## src/rtl/cpu_fetch.sv

```systemverilog
// rtl/cpu_fetch.sv - instruction fetch stage: PC, ROM read issue, instruction queue, redirect flush
module cpu_fetch #(
    parameter int g_ROM_WIDTH = 11,
    parameter int g_ROM_ADDR  = 9,
    parameter int g_DEPTH     = 4
) (
    input  logic                   i_clk,
    input  logic                   i_rst,
    output logic                   o_rom_en,
    output logic [g_ROM_ADDR-1:0]  o_rom_addr,
    input  logic [g_ROM_WIDTH-1:0] i_rom_data,
    input  logic                   i_halt,
    input  logic                   i_redirect,
    input  logic [g_ROM_ADDR-1:0]  i_redirect_addr,
    output logic                   o_instr_valid,
    output logic [g_ROM_WIDTH-1:0] o_instr,
    output logic [g_ROM_ADDR-1:0]  o_instr_pc,
    input  logic                   i_instr_ready
);

    localparam int PW = $clog2(g_DEPTH);
    localparam int CW = PW + 1;
    localparam logic [CW-1:0]         DEPTH_C = CW'(g_DEPTH);
    localparam logic [CW-1:0]         CNT_ONE = 1;
    localparam logic [PW-1:0]         PTR_ONE = 1;
    localparam logic [g_ROM_ADDR-1:0] PC_ONE  = 1;

    logic [g_ROM_ADDR-1:0]  pc;
    logic [g_ROM_ADDR-1:0]  inflight_pc;
    logic                   inflight;
    logic [CW-1:0]          count;
    logic [PW-1:0]          head;
    logic [PW-1:0]          tail;
    logic [g_ROM_WIDTH-1:0] word_q [g_DEPTH];
    logic [g_ROM_ADDR-1:0]  pc_q   [g_DEPTH];

    logic [CW:0] occupancy;
    logic        credit;
    logic        issue;
    logic        wr_en;
    logic        rd_en;

    // Queued words plus the one in flight must never exceed the queue size,
    // so a returning word always has a free slot.
    assign occupancy = {1'b0, count} + {{CW{1'b0}}, inflight};
    assign credit    = occupancy < {1'b0, DEPTH_C};
    assign issue     = i_rst && !i_halt && !i_redirect && credit;
    assign wr_en     = inflight && !i_redirect;
    assign rd_en     = o_instr_valid && i_instr_ready && !i_redirect;

    assign o_rom_en      = issue;
    assign o_rom_addr    = pc;
    assign o_instr_valid = (count != '0);
    assign o_instr       = word_q[head];
    assign o_instr_pc    = pc_q[head];

    always_ff @(posedge i_clk or negedge i_rst) begin
        if (!i_rst) begin
            pc          <= '0;
            inflight    <= 1'b0;
            inflight_pc <= '0;
        end else if (i_redirect) begin
            pc       <= i_redirect_addr;
            inflight <= 1'b0;
        end else begin
            inflight <= issue;
            if (issue) begin
                inflight_pc <= pc;
                pc          <= pc + PC_ONE;
            end
        end
    end

    always_ff @(posedge i_clk or negedge i_rst) begin
        if (!i_rst) begin
            head  <= '0;
            tail  <= '0;
            count <= '0;
            for (int i = 0; i < g_DEPTH; i++) begin
                word_q[i] <= '0;
                pc_q[i]   <= '0;
            end
        end else if (i_redirect) begin
            head  <= '0;
            tail  <= '0;
            count <= '0;
        end else begin
            if (wr_en) begin
                word_q[tail] <= i_rom_data;
                pc_q[tail]   <= inflight_pc;
                tail         <= tail + PTR_ONE;
            end
            if (rd_en) begin
                head <= head + PTR_ONE;
            end
            case ({wr_en, rd_en})
                2'b10:   count <= count + CNT_ONE;
                2'b01:   count <= count - CNT_ONE;
                default: count <= count;
            endcase
        end
    end

endmodule

```

## config.mk

```make
export PLATFORM = sky130hd
export DESIGN_NAME = cpu_fetch
export DESIGN_NICKNAME = d
export VERILOG_FILES = /design/src/rtl/cpu_fetch.sv
export SDC_FILE = /design/constraint.sdc
export NUM_CORES = 1
export LEC_CHECK = 0
export ABC_AREA = 1
export CORE_ASPECT_RATIO = 0.75
export CORE_MARGIN = 5
export CORE_UTILIZATION = 50
export CTS_CLUSTER_SIZE = 25
export DETAILED_ROUTE_END_ITERATION = 6
export PLACE_DENSITY_LB_ADDON = 0.25
export RECOVER_POWER = 25
export SLEW_MARGIN = 20
export SYNTH_ARGS = -nofsm -noshare
export SYNTH_HDL_FRONTEND = slang
export SYNTH_SLANG_ARGS = --single-unit
export TNS_END_PERCENT = 10
```

## constraint.sdc

```tcl
create_clock -name i_clk -period 5 [get_ports i_clk]
set_input_delay 0.75 -clock i_clk [delete_from_list [all_inputs] [get_ports i_clk]]
set_output_delay 0.75 -clock i_clk [all_outputs]
set_load 0.01 [all_outputs]
```

==> impl_metrics.yaml, run 1 <==
clocking:
  htree_levels: 3
  cts-root-buf: "clkbuf_16"
  clk_pin_slew_ns: 0.06
  clk_latency_ns: 0.34
  cts_tree: "yes"
  postCtsSetupBuffers: 0
  cts_buffer_depth: 2
  cts_resized: 0
  cts_buffers: 9
  cts.sink_count: 106
  postCtsHoldBufs: 0
setup_path:
  critPathKind: "in -> out"
  end_kind: "output pin"
  rr_worst_depth: 3
  rr_endpoint: "head[1]"
  critPathLaunchType: "input port"
  rrSetupSlack_ns: 3.13
  cp.required_ns: 4.25
  crit_fanout: 24
  arrival_ns: 3.07
  r2r-start: "head[1]"
global_route:
  grt_pass1_wl_um: 18300
  grt_max_degree: 62
  grt_util_all_layers_pct: 20.0
  antenna_found_initial: 0
  overflow: 0
  grt_pass1_vias: 3811
power:
  power.density_nw_per_um2: 360
  p_switching_mw: 0.534
  power.leakage_nw: 2.70
  clkPwrFrac_pct: 33.2
  switching_share_pct: 26.2
  irDropWorstVdd_mv: 0.211
  combPwrFrac_pct: 17.5
  power_frac_seq_pct: 49.3
  intPower_mw: 1.51
synthesis:
  yosysWarnings: 0
  synth.yosys.seq_area_share_pct: 55.6
  synth_top_cell_by_area: "dfrtp_1"
  syn_avg_cell_area_um2: 8.40
  postSynthCellCount: 568
  synth.net_count: 599
  ys_top_cells_by_area: "dfrtp_1 56%, o21ai_0 14%, nand2_1 10%, nor2_1 4.0%, inv_1 3.5%"
  synth_area_um2: 4770
  ys_ff_latch: 106
  yosysUniqueCellTypes: 24
  yosys.area.top_type_share_pct: 55.6
place:
  gp_congestion: 0.875
  dp_hpwl_um: 6900
  port_buffers: 55
  pre_cts_ws_ns: 1.20
final_layout:
  nFillCells: 815
  n_antenna_cell: 0
  final_nets: 640
  final_common_cell: "nand2_1"
  postLayoutCoreUtil_pct: 61.6
  area_growth_pct: 18.8
  final_cell_mix: "132 x nand2_1, 131 x o21ai_0, 106 x dfrtp_1"
  layout.area.seq_um2: 2650
  multi_input_area_um2: 1800
  drive_gt1_share_pct: 4.40
outcome:
  outcome: "complete, but fails checks"
  violations: "capacitance limit, slew limit"
timing:
  timing.hold.ws_ns: 0.482
  hold_violations: 0
  finalCriticalPeriod_ns: 3.82
  clock.fmax_mhz: 262
  tns_ns: 0
  setup_slack_ns: 1.18
  finalCritPeriodShare_pct: 76.5
  worst_pin_slew_ns: 2.36
  finalSetupViolCount: 0
  relSlewSlack_pct: -57.0
  rsz0062_at_grt: "no"
  drv_slew: 47
  skew_ns: 0.00963
run:
  cap_violations: 1
drt:
  num_vias: 3951
  drcViolationCount: 0
  ant_nets: 0
  viasPerCell: 5.33
  drt_pass1_iterations: 5
  drt_iter0_drc: 418
  totalWireLength_um: 10800
  routedWlPerCell_um: 14.5
floorplan:
  die_area_um2: 11600
  num_rows: 30
  start_util_pct: 51.9
  coreArea_um2: 9200
  ioPinCount: 56
  die_h_um: 94.6
  die_w_um: 123
worst_hold_path:
  hp-class: "reg -> reg"
  hold_start: "word_q[31]"
  worstHoldPathCells: 2
  hold_end: "word_q[31]"
[power by group through the flow]
stage          registers, mW  clock network [mW]  logic, mW
3_5_place_dp            1.02                   0      0.362
5_1_grt                 1.02               0.731      0.404
3_3_place_gp            1.02                   0      0.355
4_1_cts                 1.00               0.693      0.365
2_1_floorplan           1.01                   0      0.181
6_report                1.01               0.678      0.358
[how the worst max path moves through the flow]
stage / startpoint / endpoint / slack, ns / depth (start not counted)
2_1_floorplan: i_rst / o_rom_en / 3.02 / 5
3_5_place_dp: i_redirect / o_rom_en / 1.20 / 5
6_report: i_redirect / o_rom_en / 1.18 / 5
3_3_place_gp: i_redirect / o_rom_en / 1.25 / 5
5_1_grt: i_redirect / o_rom_en / 1.01 / 5
4_1_cts: i_redirect / o_rom_en / 1.20 / 5
[synth_stat cells]
library cell / n
o21ai_1: 4
nor2_4: 1
inv_1: 44
dfrtp_1: 106
o21bai_1: 1
nand3_1: 25
nand4_1: 2
ha_1: 5
buf_4: 1
clkbuf_1: 20
xnor2_1: 2
fa_1: 1
inv_2: 2
buf_6: 1
nand2_2: 1
nor3_1: 2
nand2_1: 132
buf_2: 11
nor2_1: 51
o22ai_1: 20
nand3_2: 2
o211ai_1: 1
a21oi_1: 2
o21ai_0: 131
[area by class of cell]
cell class / instances / share of cell area, %
clock buffer: 10 / 4.04
sequential: 106 / 46.8
timing repair buffer: 63 / 10.6
tap: 128 / 2.82
clock inverter: 5 / 0.993
multi-input combinational: 383 / 31.7
inverter: 46 / 3.05
[cells by family after synthesis]
family / share of synthesized area, %
compound gates: 17.3
xor+xnor: 0.367
fa+ha+maj: 1.73
buf+inv: 6.74
flops: 55.6
simple gates: 18.3
[registers in the layout, summed over array words and instances (netlist names)]
register and flops:
inflight 1, pc_q 36, head 2, count 3
inflight_pc 9, tail 2, o_rom_addr 9, word_q 44
[routing by layer]
layer  vias to the layer above  global-route usage, %  wire length, µm
met5                         -                      0                0
met3                        13                   4.67              596
met1                      1864                   27.6             5010
li1                       1940                      -                -
met2                       134                   31.8             5040
met4                         0                   5.31              120
[critical path, stage by stage]
cell and delay, ns:
dlygate4sd3_1 0.77, nor2_1 0.22, nand3_2 0.37, inv_2 0.36, clkdlybuf4s50_1 0.59
[through the flow]
stage | std cells | power (mW) | instance area [µm²]
4_1_cts | 741 | 2.06 | 5680
2_1_floorplan | 568 | 1.19 | 4770
5_1_grt | 741 | 2.15 | 5670
3_5_place_dp | 726 | 1.38 | 5390
3_3_place_gp | 726 | 1.37 | 5390
6_report | 741 | 2.04 | 5670
Note: power is estimated with default switching activity, not from simulation.
==> inputs of run 2 (changes only) <==
==> constraint.sdc (replaced) <==
create_clock -name i_clk -period 3.9 [get_ports i_clk]
set_input_delay 0.585 -clock i_clk [delete_from_list [all_inputs] [get_ports i_clk]]
set_output_delay 0.585 -clock i_clk [all_outputs]
set_load 0.01 [all_outputs]
==> impl_metrics.yaml, run 2 (synthesis results as in run 1) <==
outcome:
  outcome: "complete, but fails checks"
  violations: "capacitance limit, slew limit"
clocking:
  postCtsSetupBuffers: 0
  cts-root-buf: "clkbuf_16"
  cts_tree: "yes"
  cts.sink_count: 106
  cts_resized: 0
  clk_latency_ns: 0.34
  cts_buffers: 9
  postCtsHoldBufs: 0
  cts_buffer_depth: 2
  clk_pin_slew_ns: 0.06
  htree_levels: 3
drt:
  drt_iter0_drc: 402
  drcViolationCount: 0
  totalWireLength_um: 10800
  viasPerCell: 5.32
  ant_nets: 0
  routedWlPerCell_um: 14.6
  drt_pass1_iterations: 5
  num_vias: 3953
floorplan:
  die_w_um: 123
  start_util_pct: 51.9
  num_rows: 30
  die_h_um: 94.6
  die_area_um2: 11600
  ioPinCount: 56
  coreArea_um2: 9200
setup_path:
  arrival_ns: 2.74
  max_stage_delay_ns: 0.67
  slowest_stage: "inv_1"
  end_kind: "output pin"
  critPathKind: "reg -> out"
  crit_fanout: 22
  critical_path_buf_inv_count: 2
  critPathLaunchType: "flop"
  path_cells: "inv_1, o21ai_0, o22ai_1, clkdlybuf4s50_1"
  cp.required_ns: 3.31
  critPathTopFamily: "buffers and inverters"
place:
  gp_congestion: 0.794
  dp_hpwl_um: 6880
  dpl_cell_area_um2: 5400
  pre_cts_ws_ns: 0.934
  port_buffers: 55
final_layout:
  drive_gt1_share_pct: 4.23
  postLayoutCoreUtil_pct: 61.8
  nFillCells: 806
  final_cell_mix: "131 x o21ai_0, 131 x nand2_1, 106 x dfrtp_1"
  n_antenna_cell: 0
  final_nets: 641
  largest_reg_flops: 44
  fin_area_um2: 5690
  largest_register: "word_q"
  reg.largest.list: "word_q: 44 flops, pc_q: 36 flops"
  area_growth_pct: 19.2
timing:
  setup_slack_ns: 0.575
  finalSetupViolCount: 0
  rsz0062_at_grt: "no"
  skew_ns: 0.00533
  hold_violations: 0
  worst_pin_slew_ns: 1.73
  tns_ns: 0
  clock.fmax_mhz: 301
  finalCritPeriodShare_pct: 85.3
  drv_slew: 157
  finalCriticalPeriod_ns: 3.33
  timing.hold.ws_ns: 0.480
  relSlewSlack_pct: -15.7
power:
  power.leakage_nw: 2.72
  irDropWorstVdd_mv: 0.223
  power.density_nw_per_um2: 471
global_route:
  overflow: 0
  grt_max_degree: 75
  grt_util_all_layers_pct: 20.4
  grt_pass1_wl_um: 18600
  antenna_found_initial: 0
  grt_pass1_vias: 3865
worst_hold_path:
  hp-class: "reg -> reg"
run:
  cap_violations: 4
run 2: final cells by class:
type	instances	area (µm²)	area share [%]
repair buffers	64	593	10.4
multi-input cells	383	1790	31.5
clock buffers	12	267	4.69
flip-flops and latches	106	2650	46.6
inverters	46	173	3.04
well taps	128	160	2.82
clock inverters	4	48.8	0.858
run 2: per-layer routing:
| layer | track usage (%) | part of all wire [%] |
|---|---|---|
| met2 | 31.1 | 46 |
| met5 | 0 | 0 |
| met1 | 29.1 | 48 |
| met4 | 6.15 | 1.2 |
| met3 | 4.67 | 4.8 |
run 2: stage by stage:
step / power, mW / instances
global placement: 1.76 / 727
finish: 2.68 / 743
floorplan: 1.52 / 568
detailed placement: 1.77 / 727
CTS: 2.70 / 743
global route: 2.82 / 743
run 2: worst paths after layout:
| check | end | cells after the start | slack (ns) | from |
|---|---|---|---|---|
| worst max-delay path | o_instr_pc[4] | 4 | 0.57 | head[1] |
| worst min-delay path | word_q[24] | 2 | 0.48 | word_q[24] |
| worst max register to register | word_q[41] | 5 | 1.49 | tail[0] |
| worst min register to register | word_q[24] | 2 | 0.48 | word_q[24] |
| max in group asynchronous | word_q[28] | 3 | 1.21 | i_rst |
| min in group asynchronous | pc_q[25] | 2 | 0.98 | i_rst |
run 2: where the power goes:
part | leakage, nW | internal, mW | switching (mW) | total, mW
Combinational | 1.14 | 0.223 | 0.233 | 0.457
Clock | 0.159 | 0.549 | 0.381 | 0.930
Sequential | 1.42 | 1.21 | 0.0756 | 1.29
Total | 2.72 | 1.99 | 0.690 | 2.68
run 2: worst reg2reg max path, cell delays in order, from the launching register on:
cell and delay (ns):
dfrtp_1 0.37, inv_1 0.09, ha_1 0.21, nand2_1 0.06, clkbuf_1 1.21, o21ai_0 0.26
==> inputs of run 3 (changes only) <==
--- a/config.mk
+++ b/config.mk
@@ -6,9 +6,11 @@
 export NUM_CORES = 1
 export LEC_CHECK = 0
 export ABC_AREA = 1
+export CAP_MARGIN = 20
 export CORE_ASPECT_RATIO = 0.75
 export CORE_MARGIN = 5
-export CORE_UTILIZATION = 50
+export CORE_UTILIZATION = 41
+export CTS_BUF_LIST = sky130_fd_sc_hd__clkbuf_8
 export CTS_CLUSTER_SIZE = 25
 export DETAILED_ROUTE_END_ITERATION = 6
 export PLACE_DENSITY_LB_ADDON = 0.25
==> impl_metrics.yaml, run 3 (synthesis results as in run 1) <==
drt:
  routedWlPerCell_um: 14.6
  num_vias: 3907
  viasPerCell: 5.13
  drcViolationCount: 0
  ant_nets: 0
  drt_pass1_iterations: 5
  drt_iter0_drc: 331
  totalWireLength_um: 11100
final_layout:
  final_common_cell: "nand2_1"
  area_growth_pct: 18.6
  nFillCells: 1116
  largest_reg_flops: 44
  final_cell_mix: "132 x nand2_1, 131 x o21ai_0, 106 x dfrtp_1"
  reg.largest.list: "word_q: 44 flops, pc_q: 36 flops"
  largest_register: "word_q"
  n_antenna_cell: 0
  final_nets: 643
  drive_gt1_share_pct: 4.86
timing:
  timing.hold.ws_ns: 0.489
  relSlewSlack_pct: 2.40
  tns_ns: 0
  rsz0062_at_grt: "no"
  clock.fmax_mhz: 322
  skew_ns: 0.0108
  finalCriticalPeriod_ns: 3.10
  setup_slack_ns: 0.795
  finalCritPeriodShare_pct: 79.6
  drv_slew: 0
  worst_pin_slew_ns: 1.46
  finalSetupViolCount: 0
  hold_violations: 0
floorplan:
  die_area_um2: 13900
  num_rows: 34
  start_util_pct: 41.5
  die_w_um: 135
  ioPinCount: 56
  die_h_um: 103
  coreArea_um2: 11500
setup_path:
  cp-startpoint: "i_redirect"
  crit_fanout: 15
  cp.required_ns: 3.31
  slowest_stage: "clkbuf_1"
  critPathLaunchType: "input port"
  critical_path_buf_inv_count: 4
  max_stage_delay_ns: 0.57
  cp_common_cell: "clkdlybuf4s50_1"
  critPathKind: "in -> out"
  critPathTopFamily: "buffers and inverters"
  r2r-start: "count[1]"
  end_kind: "output pin"
  arrival_ns: 2.52
  path_cells: "clkdlybuf4s50_1, clkbuf_1, nor2_1, nand3_2, inv_2, clkdlybuf4s50_1"
power:
  irDropWorstVdd_mv: 0.167
  power.density_nw_per_um2: 448
  power.leakage_nw: 2.70
global_route:
  antenna_found_initial: 0
  overflow: 0
  grt_pass1_wl_um: 18500
  grt_util_all_layers_pct: 16.8
  grt_pass1_vias: 3708
  grt_max_degree: 61
worst_hold_path:
  hp-class: "reg -> reg"
  hold_start: "word_q[30]"
clocking:
  postCtsSetupBuffers: 0
  cts-root-buf: "clkbuf_8"
  clk_pin_slew_ns: 0.09
  cts_resized: 0
  cts.sink_count: 106
  htree_levels: 3
  cts_buffer_depth: 2
  cts_tree: "yes"
  clk_latency_ns: 0.37
  postCtsHoldBufs: 0
  cts_buffers: 9
place:
  gp_congestion: 0.837
  dp_hpwl_um: 7000
  pre_cts_ws_ns: 1.05
  port_buffers: 55
outcome:
  outcome: "complete, no violations"
run:
  cap_violations: 0
## run 3: cell types whose count changed in the layout (fill, tap and decap cells not counted), sizes merged, moves of 2 or more
cell	change
buf	+5
bufinv	+2
clkbuf	-6
clkinv	-2
inv	+2
## run 3: tightest hold or removal path: cells and delay by family (launching register included)
| family | cells | cell delay, ns |
|---|---|---|
| AND/OR/NAND/NOR | 1 | 0.05 |
| AO/OA/AOI/OAI | 1 | 0.06 |
| flip-flops | 1 | 0.35 |
## run 3: through the flow
stage	area, µm²	power (mW)	utilization [%]	std cells
5_1_grt	5660	2.67	49.3	761
2_1_floorplan	4770	1.52	-	568
6_report	5660	2.53	49.3	761
3_5_place_dp	5430	1.77	47.3	745
3_3_place_gp	5430	1.76	47.3	745
4_1_cts	5670	2.56	49.3	761
## run 3: final timing paths
kind	end	slack, ns	depth (start not counted)
max	o_rom_en	0.80	6
min	word_q[30]	0.49	2
max in group asynchronous	word_q[15]	1.84	3
min reg2reg	word_q[30]	0.49	2
min in group asynchronous	word_q[29]	0.70	2
max reg2reg	count[2]	2.08	11
## run 3: layout make-up
type / instances / area (µm²) / area share (%)
sequential: 106 / 2650 / 46.9
multi-input combinational: 383 / 1800 / 31.8
timing repair buffer: 66 / 621 / 11.0
tap: 144 / 180 / 3.18
inverter: 46 / 173 / 3.05
clock buffer: 9 / 124 / 2.19
clock inverter: 7 / 110 / 1.95
## run 3: power by group
| group | total [mW] | leakage, nW | internal, mW | switching (mW) |
|---|---|---|---|---|
| logic | 0.459 | 1.16 | 0.225 | 0.235 |
| registers | 1.29 | 1.42 | 1.21 | 0.0732 |
| clock network | 0.789 | 0.122 | 0.421 | 0.368 |
| total | 2.53 | 2.70 | 1.86 | 0.676 |
## run 3: layer usage
layer | vias to the layer above | global-route usage [%] | part of all wire, %
met5 | - | 0 | 0
met4 | 0 | 5.24 | 1.3
met3 | 12 | 3.48 | 4.2
met2 | 87 | 27.5 | 46
met1 | 1863 | 22.8 | 48
li1 | 1945 | - | -
==> patch, RTL diff (config.mk and constraints of run 3) <==
Set the parameter `g_ROM_ADDR` to 10 (it was 9).
--- a/src/rtl/cpu_fetch.sv
+++ b/src/rtl/cpu_fetch.sv
@@ -1,7 +1,7 @@
 // rtl/cpu_fetch.sv - instruction fetch stage: PC, ROM read issue, instruction queue, redirect flush
 module cpu_fetch #(
     parameter int g_ROM_WIDTH = 11,
-    parameter int g_ROM_ADDR  = 9,
+    parameter int g_ROM_ADDR  = 10,
     parameter int g_DEPTH     = 4
 ) (
     input  logic                   i_clk,
Ports: changed (resized i_redirect_addr, o_instr_pc and o_rom_addr); port bits go from 56 to 59. The function was not compared with the original's and may differ.
==> patch against run 3 <==
The flow now finishes with violations (capacitance limit, slew limit). Setup slack worse by 0.26 ns. Synthesized area rose by 10%. Wire length increased by 11%. Total power fell by 1.5%. Sequential cell count grew 6. Final area increased by 5.2%. Sequential power is 5% higher. Cell count up 7.2%. Critical path depth down 1.
==> patch: results <==
{
  "hold_end": "pc_q[28]",
  "ir_drop_mv": 0.1659,
  "largest_registers": "word_q x44, pc_q x40",
  "grt_max_degree": 74,
  "cts_resized": 0,
  "grt_pass1_wl_um": 20640,
  "drtIter0Drc": 300,
  "sh_seq_area_pct": 47.11,
  "netlist_instances": 605,
  "rr_startpoint": "inflight",
  "portBuffers": 58,
  "buf_share_pct": 10.22,
  "worst_slew_pin_slew_ns": 2.181,
  "buffers": 63,
  "wire_per_inst_um": 15.03,
  "clock_area_share_pct": 2.944,
  "drv_slew": 41,
  "synthAdderAreaFrac_pct": 1.570,
  "place_inst": 800,
  "synthTopCellsByArea": "dfrtp_1 (53%), o21ai_0 (11%), nand2_1 (10%)",
  "grt_usage_pct": 16.85,
  "drv_cap": 1,
  "slowest_delay_ns": 0.64,
  "r2r_cells": 4,
  "synthXorXnorAreaFrac_pct": 0.4996,
  "use_met2_pct": 26.67,
  "place_ws_ns": 0.8186,
  "multi_input_area_share_pct": 33.31,
  "status": "finished, violations left",
  "hold_ws_ns": 0.4855,
  "hold_start": "pc_q[28]",
  "gp_congestion": 0.7832,
  "synth_compound_area_share_pct": 16.61,
  "p_leak_nw": 2.838,
  "nNetsFinal": 677,
  "drive_above_1_share_pct": 5.077,
  "vias": 4149,
  "clock_sinks": 112,
  "rows": 35,
  "viasPerCell": 5.085,
  "violations": "capacitance limit, slew limit",
  "grt_use_met1_pct": 24.03,
  "nClkBuffers": 10,
  "ys_seq_area_share_pct": 53.30,
  "crit_arrival_ns": 2.78,
  "fin_skew_ns": 0.01180,
  "multi_input_area_um2": 1982
}
-- patch: power by group --
part / internal, mW / total (mW) / switching, mW
logic: 0.241 / 0.505 / 0.264
clock network: 0.247 / 0.630 / 0.383
registers: 1.28 / 1.36 / 0.0802
-- patch: how the worst max path moves through the flow --
| stage | from | end | slack, ns | cells past startpoint |
|---|---|---|---|---|
| 2_1_floorplan | i_redirect | count[2] | 2.01 | 11 |
| 3_3_place_gp | i_redirect | o_rom_en | 0.85 | 5 |
| 3_5_place_dp | i_redirect | o_rom_en | 0.82 | 5 |
| 4_1_cts | i_redirect | o_rom_en | 0.82 | 5 |
| 5_1_grt | i_redirect | o_rom_en | 0.40 | 5 |
| 6_report | i_redirect | o_rom_en | 0.54 | 5 |
-- patch: metal layers --
metal  wire (µm)  vias up
met1        5905     1996
met4         109        0
met3         597        7
met2        5654       92
met5           0        -
li1            -     2054
-- patch: tightest hold or removal path, cell delays in order (launching register included) --
cell	delay [ns]
dfrtp_1	0.35
nand2_1	0.05
o21ai_0	0.06
